## src/rtl/adder_cla4.sv

```systemverilog
// cla4: 4-bit carry-lookahead slice.
//   a[3:0], b[3:0] : operand nibbles (b already conditioned by the caller)
//   ci             : carry into bit 0
//   s[3:0]         : nibble sum
//   co             : carry out of bit 3
//   g, p           : group generate / group propagate for the nibble
module cla4 (
  input  logic [3:0] a,
  input  logic [3:0] b,
  input  logic       ci,
  output logic [3:0] s,
  output logic       co,
  output logic       g,
  output logic       p
);

  logic [3:0] gi;
  logic [3:0] pi;
  logic [3:0] c;

  assign gi = a & b;
  assign pi = a ^ b;

  // Each carry is expanded from ci directly rather than rippled bit to bit.
  assign c[0] = ci;
  assign c[1] = gi[0] | (pi[0] & ci);
  assign c[2] = gi[1] | (pi[1] & gi[0]) | (pi[1] & pi[0] & ci);
  assign c[3] = gi[2] | (pi[2] & gi[1]) | (pi[2] & pi[1] & gi[0])
              | (pi[2] & pi[1] & pi[0] & ci);

  assign g = gi[3] | (pi[3] & gi[2]) | (pi[3] & pi[2] & gi[1])
           | (pi[3] & pi[2] & pi[1] & gi[0]);
  assign p = &pi;

  assign s  = pi ^ c;
  assign co = g | (p & ci);

endmodule

```

## src/rtl/adder.sv

```systemverilog
// adder: add/subtract unit with combinational outputs and a registered copy.
//   clk, rst_n : clock and asynchronous active-low reset of the result register
//   a, b       : operands, InputSize bits
//   sub        : 0 -> a+b, 1 -> a-b (a + ~b + 1)
//   en         : capture enable for the result register
//   s, c_o     : combinational result and carry-out (c_o=1 means no borrow on sub)
//   ovf        : combinational signed overflow
//   s_q, c_o_q, ovf_q, zero_q : registered s, c_o, ovf and (s == 0)
module adder #(
  parameter int InputSize = 64
) (
  input  logic                 clk,
  input  logic                 rst_n,
  input  logic [InputSize-1:0] a,
  input  logic [InputSize-1:0] b,
  input  logic                 sub,
  input  logic                 en,
  output logic [InputSize-1:0] s,
  output logic                 c_o,
  output logic                 ovf,
  output logic [InputSize-1:0] s_q,
  output logic                 c_o_q,
  output logic                 ovf_q,
  output logic                 zero_q
);

  localparam int NumGroups = InputSize / 4;

  // Subtraction reuses the adder: invert b and feed sub in as the carry-in.
  logic [InputSize-1:0] b_x;
  logic [NumGroups:0]   c;
  logic [NumGroups-1:0] grp_g;
  logic [NumGroups-1:0] grp_p;

  assign b_x  = b ^ {InputSize{sub}};
  assign c[0] = sub;

  for (genvar i = 0; i < NumGroups; i++) begin : g_grp
    cla4 u_cla4 (
      .a  (a[4*i +: 4]),
      .b  (b_x[4*i +: 4]),
      .ci (c[i]),
      .s  (s[4*i +: 4]),
      .co (c[i+1]),
      .g  (grp_g[i]),
      .p  (grp_p[i])
    );
  end

  // Groups are chained by their own carry-out; group g/p are not needed here.
  logic unused_grp_gp;
  assign unused_grp_gp = ^{grp_g, grp_p};

  assign c_o = c[NumGroups];

  // Carry into the MSB is recovered from the MSB sum: s = a ^ b_x ^ cin.
  logic c_msb;
  assign c_msb = s[InputSize-1] ^ a[InputSize-1] ^ b_x[InputSize-1];
  assign ovf   = c_msb ^ c_o;

  logic [InputSize-1:0] s_d;
  logic                 c_o_d;
  logic                 ovf_d;
  logic                 zero_d;

  assign s_d    = s;
  assign c_o_d  = c_o;
  assign ovf_d  = ovf;
  assign zero_d = ~|s;

  always_ff @(posedge clk or negedge rst_n) begin
    if (!rst_n) begin
      s_q    <= '0;
      c_o_q  <= 1'b0;
      ovf_q  <= 1'b0;
      zero_q <= 1'b0;
    end else if (en) begin
      s_q    <= s_d;
      c_o_q  <= c_o_d;
      ovf_q  <= ovf_d;
      zero_q <= zero_d;
    end
  end

endmodule

```

## config.mk

```make
export PLATFORM = sky130hd
export DESIGN_NAME = adder
export DESIGN_NICKNAME = d
export VERILOG_FILES = /design/src/rtl/adder_cla4.sv /design/src/rtl/adder.sv
export SDC_FILE = /design/constraint.sdc
export NUM_CORES = 1
export LEC_CHECK = 0
export CORE_MARGIN = 3
export CORE_UTILIZATION = 35
export DETAILED_ROUTE_END_ITERATION = 16
export HOLD_SLACK_MARGIN = 0.1
export MAX_ROUTING_LAYER = met4
export PLACE_DENSITY = 0.78
export SYNTH_ARGS = -nofsm -noshare
export SYNTH_HDL_FRONTEND = slang
export SYNTH_SLANG_ARGS = --single-unit
```

## constraint.sdc

```tcl
create_clock -name clk -period 7.8 [get_ports clk]
set_input_delay 1.56 -clock clk [delete_from_list [all_inputs] [get_ports clk]]
set_output_delay 1.56 -clock clk [all_outputs]
set_load 0.01 [all_outputs]
```

==> qor.log <==
qor: die.dieHeight 140 microns
qor: logic_synthesis.synth-warning-count 0
qor: power_and_ir_drop.power.share.clock 18.0%
qor: logic_synthesis.synthesized_flop_and_latch_total 67
qor: critical_path.timing.rr.start s_q[40]
qor: timing.period_needed 7.49 ns
qor: logic_synthesis.postSynth.asyncResetShare 100%
qor: power_and_ir_drop.seq_power_share 22.9%
qor: clocking.ctsLongestPathBuffers 2
qor: power_and_ir_drop.internal_power 1.45 mW
qor: logic_synthesis.ys.flop_type sky130_fd_sc_hd__dfrtp_1
qor: timing.hold_viol_final 0
qor: power_and_ir_drop.power.static_leakage 4.16 nW
qor: logic_synthesis.post_synth_inst_count 661
qor: clocking.clock_tree.root_cell sky130_fd_sc_hd__clkbuf_16
qor: outcome.run_status finished clean
qor: critical_path.cp_num_cells 14
qor: clocking.tritoncts_clock_tree built
qor: power_and_ir_drop.power_per_cell_area 243 nW/um^2
qor: timing.slew_headroom 40.0%
qor: timing.finalSetupViolCount 0
qor: global_route.grt_max_degree 68
qor: die.floorplan.core_area 17,500 sq um
qor: clocking.cts.sink_count 67
qor: die.fp.dieW 140 microns
qor: global_route.grt_util_all_layers 22.3%
qor: min_path.whs_path_depth 1
qor: min_path.hold_start s_q[50]
qor: critical_path.critical_path_arrival 5.93 ns
qor: logic_synthesis.share_of_the_yosys_chip_area_belonging_to_registers 26.6%
qor: placement.gp_routability_congestion 0.880
qor: drt.drcViolationCount 0
qor: global_route.grt_antenna_before_repair 0
qor: critical_path.critical_path.slowest_cell sky130_fd_sc_hd__clkdlybuf4s50_1
qor: layout.area.growth.synth_to_final 50.9%
qor: critical_path.path_class in2out
qor: layout.instances_no_fill 1,157
qor: clocking.cts_buffers 9
qor: placement.place_hpwl 17,800 microns
qor: drt.first_pass_iters 4
qor: global_route.grt.overflow.total 0
qor: layout.num_antenna_cells 0
qor: logic_synthesis.post_synth.cell_area_avg 9.54 sq um
qor: placement.placed_cells 1,141
qor: die.effective_utilization_at_floorplan 36.1%
qor: clocking.clock_insertion_delay_worst_skew 0.34 ns
qor: timing.final.period_utilization 96.0%
qor: drt.initialDrtViolationCount 220
qor: die.die_area 19,700 sq um
qor: drt.routed_wirelength 21,400 microns
qor: drt.dr_total_vias 5,832
qor: critical_path.setup.worst_path.start_class primary input
qor: die.core.rowCount 48
qor: power_and_ir_drop.switching_power 0.870 mW
qor: critical_path.path_max_fanout 5
qor: die.io-pin-count 265
qor: critical_path.worst-path-buf-inv 2
qor: layout.fin_nets 1,138
qor: clocking.hold_fix_buffers_at_cts 0
qor: timing.timing.setup.tns 0 ns
qor: timing.setup_repair_after_global_routing_missed_its_margin false
qor: global_route.grt_pass1_wl 33,300 microns
qor: logic_synthesis.number_of_enable_flip_flop_cells_after_synthesis 0
qor: timing.final_max_slew_viol_count 0
qor: layout.drive_gt1_share 10.9%
qor: timing.maxClockFrequency 0.134 GHz
qor: timing.finClkSkew 0 ns
qor: critical_path.worst_path_largest_cell_delay 0.66 ns
qor: critical_path.crit_required 6.24 ns
qor: critical_path.critical_path_capture_point_type output port
qor: power_and_ir_drop.switching_share 37.6%
qor: logic_synthesis.mappedNetlistArea 6300 sq um
qor: power_and_ir_drop.power.share.combinational 59.1%
qor: drt.viasPerCell 5.04
qor: flow_run.max_cap_violations 0
qor: min_path.holdCritPathClass reg2reg
qor: global_route.first_global_vias 6,160
qor: timing.tightest_slew 0.900 ns
qor: logic_synthesis.synth_cell_type_count 61
qor: drt.average_detailed_routed_wire_length_per_instance 18.5 microns
qor: power_and_ir_drop.ir_worst_vdd 0.137 mV
qor: clocking.htreeDepth 3
qor: logic_synthesis.synth.net_count 872
qor: critical_path.startpoint b[11]
qor: critical_path.r2r_cells 1
qor: clocking.cts.reportedPaths.clkPinSlew 0.05 ns
qor: drt.drt.antenna.violating_nets 0
qor: critical_path.critical_path.top_delay_family buffers and inverters
qor: critical_path.crit_chain clkdlybuf4s50_1, xor2_1, ha_1, nand4_1, nor4b_4, a32oi_2, a21oi_2, or3b_4, a21oi_1, o21bai_1, a21oi_1, fa_1, xnor2_1, clkdlybuf4s50_1
qor: placement.port_buffers 264
==> kinds of logic after synthesis <==
kind of cell | synth area share [%]
xor+xnor | 15.4
simple gates | 10.7
flops | 26.6
buf+inv | 4.94
compound gates | 14.2
fa+ha+maj | 17.5
mux | 10.7
==> stage by stage <==
| step | setup slack (ns) | power, mW | hold WS, ns | area, sq um | util (%) |
|---|---|---|---|---|---|
| after global placement | 0.338 | 1.89 | 0.488 | 9210 | 52.7 |
| after CTS | 0.236 | 2.34 | 0.506 | 9500 | 54.4 |
| final | 0.314 | 2.32 | 0.505 | 9510 | 54.4 |
| after global routing | 0.0113 | 2.46 | 0.510 | 9510 | 54.4 |
| after floorplan | 0.262 | 1.16 | 0.529 | 6300 | - |
| after detailed placement | 0.170 | 1.91 | 0.492 | 9210 | 52.7 |
==> state kept, by name, summed over array words and instances, names as in the netlist <==
| register | cells |
|---|---|
| s_q | 64 |
| c_o_q | 1 |
| ovf_q | 1 |
| zero_q | 1 |
==> power groups by stage <==
stage	clock [mW]	sequential (mW)	combinational, mW
finish	0.416	0.531	1.37
detailed placement	0	0.537	1.37
global route	0.445	0.548	1.47
global placement	0	0.530	1.36
CTS	0.431	0.531	1.38
floorplan	0	0.592	0.572
==> routing by layer <==
layer  vias to the layer above  share of wire [%]  track usage, %
met1                      2735                 42            27.4
met5                         -                  0               -
met2                       196                 49            37.2
met3                        34                5.9            3.79
met4                         0                2.5            7.55
li1                       2867                  -               -
==> layout by cell type, fill, tap and decap left out, types with 18 or more instances in the layout <==
master	netlist	final
sky130_fd_sc_hd__xnor2_1	33	33
sky130_fd_sc_hd__nand2_1	33	33
sky130_fd_sc_hd__clkdlybuf4s50_1	0	261
sky130_fd_sc_hd__ha_1	64	64
sky130_fd_sc_hd__dfrtp_1	67	67
sky130_fd_sc_hd__xor2_1	78	78
sky130_fd_sc_hd__o21ai_0	22	22
sky130_fd_sc_hd__inv_1	64	64
sky130_fd_sc_hd__mux2_2	58	58
sky130_fd_sc_hd__a21oi_1	45	45
sky130_fd_sc_hd__nor2_1	31	31
sky130_fd_sc_hd__a21o_1	18	18
==> path summary, 6_finish.rpt <==
path	end	slack, ns
hold reg to reg	s_q[50]	0.50
setup / recovery	s[41]	0.31
max in group asynchronous	s_q[40]	5.87
min in group asynchronous	s_q[1]	1.35
setup reg to reg	s_q[40]	7.01
hold / removal	s_q[50]	0.50
==> cells in the mapped netlist (all sizes together), types with 11 or more instances <==
library cell,number,share of area (%)
inv,64,3.8
a21oi,46,3.7
xnor2,33,4.6
mux2,58,10
fa,15,4.8
o21ai,22,1.7
clkbuf,13,0.77
ha,64,13
xor2,78,11
nor2,31,1.8
nand2,33,2.0
a21o,18,2.1
nor3,11,0.87
dfrtp,67,27
==> repair_timing <==
action / 4_1_cts / 5_1_grt
gates resized for setup: 0 / 3
setup buffers: 0 / 0
endpoints found under the setup margin: 0 / 2
==> layout make-up <==
class	instances	area (sq um)
Clock buffer	9	225
Clock inverter	7	68.8
Fill cell	1556	7960
Inverter	64	240
Multi-Input combinational cell	513	4330
Sequential cell	67	1680
Tap cell	225	282
Timing Repair Buffer	272	2700
No activity file was read; power rests on OpenSTA's default activity.
==> patch 1, RTL diff (same flow settings) <==
`InputSize`: 64 -> 128.
--- a/src/rtl/adder.sv
+++ b/src/rtl/adder.sv
@@ -8,5 +8,5 @@
 //   s_q, c_o_q, ovf_q, zero_q : registered s, c_o, ovf and (s == 0)
 module adder #(
-  parameter int InputSize = 64
+  parameter int InputSize = 128
 ) (
   input  logic                 clk,
Ports: changed (resized a, b, s and s_q); port bits go from 265 to 521. No check against the original RTL was run, so the function may have changed too.
==> patch 1 against the original RTL <==
- the run now ends with negative setup slack left
- via count rose by 140%
- routed wire length increased to 2.8 times the old value
- sequential cell count increased by 64
- synthesized area is 100% higher
- setup slack got worse by 0.70 ns
- core utilization rose by 7.4 points
- non-clock buffer count grew 585
- final cell count up 130%
- total power grew 130%
- design area up 130%
- synthesized cell count rose by 110%
- sequential share of layout area decreased by 2.8 points
- critical endpoint is now zero_q
- highest routed layer unchanged
==> patch 1: results (changes against the original RTL) <==
status finished, violations left (was finished clean); violated checks negative setup slack; post_cts resized 32 (was 0); fin worst setup slack -0.3897 ns (was 0.3142 ns); multi-input combinational area share 0.4218 (was 0.4546); worst setup path end zero_q (was s[41]); wire per inst 22.15 µm (was 18.46 µm); CP startpoint b[19] (was b[11]); Netlist cell types 79 (was 61); Seq/Total Area, Yosys 0.2555 (was 0.2660); Clock-cell share 0.03065 (was 0.03090); r2r startpoint s_q[7] (was s_q[40]); Non-Clock Buffer Count 857 (was 272); Slowest cell on crit path or4_4 (was clkdlybuf4s50_1); fin util 0.6188 (was 0.5444); I/O Buffers 520 (was 264); syn_area_per_cell 9.420 µm² (was 9.536 µm²); Setup WS pre-CTS -1.593 ns (was 0.1702 ns); minimum hold slack 0.5023 ns (was 0.5049 ns); Cell Area, Placed 20950 µm² (was 9206 µm²); total CTS buffers 17 (was 9); clk slew on worst S/H paths 0.07 ns (was 0.05 ns); initial antenna violation count 1 (was 0); FF+latch count 131 (was 67); DRT iter0 DRCs 754 (was 220); worst slew pin tran 0.9514 ns (was 0.9004 ns); Finish-stage setup viols 1 (was 0); vias in the first global route 14657 (was 6160); worst skew pair latency 0.45 ns (was 0.34 ns); pin count of the biggest net entering global routing 74 (was 68); final net count 2621 (was 1138); FF-to-FF path depth 1 (unchanged); layout cells sized above 1 0.2623 (was 0.1094); reg2reg setup slack 6.99 ns (was 7.01 ns); WHS Path Cells 2 (was 1); buffering overhead 0.3527 (was 0.2834); delay of the slowest critical-path stage 0.52 ns (was 0.66 ns); Hold Path Origin zero_q (was s_q[50]); Pre-Repair DR Iteration Count 5 (was 4); Vias 14101 (was 5832); Synth Net Count 1781 (was 872); maximum VDD drop 0.0001733 V (was 0.0001372 V); FILL cells 2925 (was 1556); count of multi-input gates 1072 (was 513); Hold Crit Endpoint zero_q (was s_q[50]); critical path data arrival time 8.56 ns (was 5.93 ns); tap cell count 461 (was 225); post-DP HPWL 49380 µm (was 17800 µm); GPL Wtd Cong 0.9463 (was 0.8799); TNS Setup -0.3897 ns (was 0 ns); asr flop ratio synth 1.000 (unchanged); inverters 123 (was 64); Post-Route WL 59290 µm (was 21360 µm); Worst R2R End s_q[7] (was s_q[40]); CP Max Fanout 3 (was 5)
-- patch 1: critical path, delay by kind of cell --
family,cells,cell delay (ns)
adders and majority gates,2,0.71
AOI/OAI and AO/OA,7,1.14
and+or+nand+nor,15,3.89
xor gates and xnor gates,2,0.32
buffers and inverters,4,0.92
-- patch 1: cells by family after synthesis --
group                    after synthesis  synth area share
AO/OA/AOI/OAI                        265            0.1380
XOR/XNOR                             218            0.1488
adder cells (fa/ha/maj)              159            0.1732
buffers and inverters                159           0.04779
flip-flops                           131            0.2555
multiplexers                         126            0.1105
AND/OR/NAND/NOR                      304            0.1262
-- patch 1: per-layer routing --
layer,up-vias,GRT usage,part of all wire
li1,6538,-,-
met1,6831,0.3475,0.40
met2,603,0.5293,0.50
met3,129,0.04963,0.062
met4,0,0.1117,0.040
met5,-,-,0
-- patch 1: power by group --
group	leakage [nW]	internal (mW)	switching, mW
sequential	1.53	0.925	0.131
clock	0.328	0.604	0.371
combinational	8.06	1.78	1.53
==> patch 2, RTL diff (same flow settings) <==
Made on the original files. Reset style: synchronous (`rst_n`), changed in one clocked block. Comments in the files are not updated.
--- a/src/rtl/adder.sv
+++ b/src/rtl/adder.sv
@@ -69,5 +69,5 @@
   assign zero_d = ~|s;
 
-  always_ff @(posedge clk or negedge rst_n) begin
+  always_ff @(posedge clk) begin
     if (!rst_n) begin
       s_q    <= '0;
Function: differs if rst_n is asserted again (counterexample within 4 cycles, from zero or initial values and one cycle with rst_n low); with rst_n held inactive, the same outputs for 4 cycles.
==> patch 2 against the original RTL <==
- sequential cell count unchanged
- design area up 0.87%
- total power down 10%
- die area up 0.59%
- final cell count up 5.3%
- first-iteration DRC count up 21%
- synthesized area up 0.62%
- register-to-register slack better by 0.12 ns
- sequential share of layout area down 3.6 points
- fmax up 2.3%
- routed wire length up 4.5%
- setup slack better by 0.17 ns
- largest cell class unchanged
==> patch 2: results (changes against the original RTL) <==
status finished clean (unchanged); Synth Net Count 941 (was 872); Psw 787.5 µW (was 870.0 µW); CP startpoint b[10] (was b[11]); combinational power share 0.562 (was 0.591); relative slew slack 0.3945 (was 0.3997); pin count of the biggest net entering global routing 69 (was 68); CTS root buffer clkbuf_16 (unchanged); GRT met3 Usage 0.04003 (was 0.03790); GR Util met1 0.2874 (was 0.2745); wl on met1 10070 µm (was 9031 µm); internal power component 1.297 mW (was 1.445 mW); Cell Area, Placed 9238 µm² (was 9206 µm²); routed wl met2 10470 µm (was 10530 µm); vias in the first global route 6258 (was 6160); highest metal used met4 (unchanged); fin worst setup slack 0.4812 ns (was 0.3142 ns); mux cell area share after synthesis 0.08365 (was 0.1068); post-synthesis compound-gate area fraction 0.1594 (was 0.1423); adder-cell area share of the yosys netlist 0.1736 (was 0.1747); r2r startpoint zero_q (was s_q[40]); post-DP HPWL 18140 µm (was 17800 µm); DRT iter0 DRCs 266 (was 220); Clk. pwr 494 µW (was 416 µW); Seq/Total Area, Yosys 0.2115 (was 0.2660); Vias 6199 (was 5832); kind of cell adding the most delay to the critical path compound AO/OA/AOI/OAI gates (was buffers and inverters); reg2reg setup slack 7.13 ns (was 7.01 ns); top cells by area, synth dfxtp_1 21%, ha_1 13%, xor2_1 11%, mux2i_1 8.4%, nor2b_1 5.2% (was dfrtp_1 27%, ha_1 13%, xor2_1 11%, mux2_2 10%, fa_1 4.8%); Area Growth Syn to Fin 51.31% (was 50.93%); worst setup path end s[53] (was s[41]); maximum VDD drop 0.0001179 V (was 0.0001372 V); DR WL met3 1216 µm (was 1261 µm); FF-to-FF path depth 2 (was 1); wire length of the first global-routing pass 34380 µm (was 33280 µm); XOR/XNOR share of the synthesized area 0.1574 (was 0.1542); Hold Crit Endpoint s_q[44] (was s_q[50]); GPL Wtd Cong 0.8972 (was 0.8799); syn_area_per_cell 8.688 µm² (was 9.536 µm²); FILL cells 1606 (was 1556); Via density 5.089 (was 5.041); asr flop ratio synth 0 (was 1.000); Hold Path Origin s_q[44] (was s_q[50]); Worst R2R End zero_q (was s_q[40]); I/O Buffers 264 (unchanged); Netlist cell types 63 (was 61); layout cells sized above 1 0.04632 (was 0.1094); Leakage 4.180 nW (was 4.164 nW); gr usage total 0.2280 (was 0.2233); minimum hold slack 0.4792 ns (was 0.5049 ns); Post-synth top cells 79 x xor2_1, 67 x dfxtp_1, 64 x ha_1 (was 78 x xor2_1, 67 x dfrtp_1, 64 x ha_1, 64 x inv_1, 58 x mux2_2); top_reg_cell synth dfxtp_1 (was dfrtp_1); final net count 1199 (was 1138); Setup WS pre-CTS 0.1070 ns (was 0.1702 ns); wire per inst 18.33 µm (was 18.46 µm)
[patch 2: cell count changes in the layout (fill, tap and decap cells not counted), moves of 8 or more]
| cell | unedited run | this run |
|---|---|---|
| mux2i_1 | 2 | 53 |
| dfrtp_1 | 67 | 0 |
| dfxtp_1 | 0 | 67 |
| a21oi_1 | 45 | 37 |
| nand2_1 | 33 | 42 |
| nor2b_1 | 1 | 53 |
| o211a_1 | 0 | 15 |
| o21ai_0 | 22 | 14 |
| mux2_2 | 58 | 0 |
[patch 2: final cells by class]
| class | count | share of cell area |
|---|---|---|
| Sequential cell | 67 | 0.1398 |
| Timing Repair Buffer | 273 | 0.2831 |
| Clock inverter | 6 | 0.01173 |
| Tap cell | 225 | 0.02934 |
| Clock buffer | 10 | 0.02490 |
| Multi-Input combinational cell | 578 | 0.4881 |
| Inverter | 59 | 0.02308 |
[patch 2: worst reg2reg max path, cell delays in order, from the launching register on]
cell	delay, ns
dfxtp_1	0.41
nand3b_1	0.09
o21ai_1	0.10
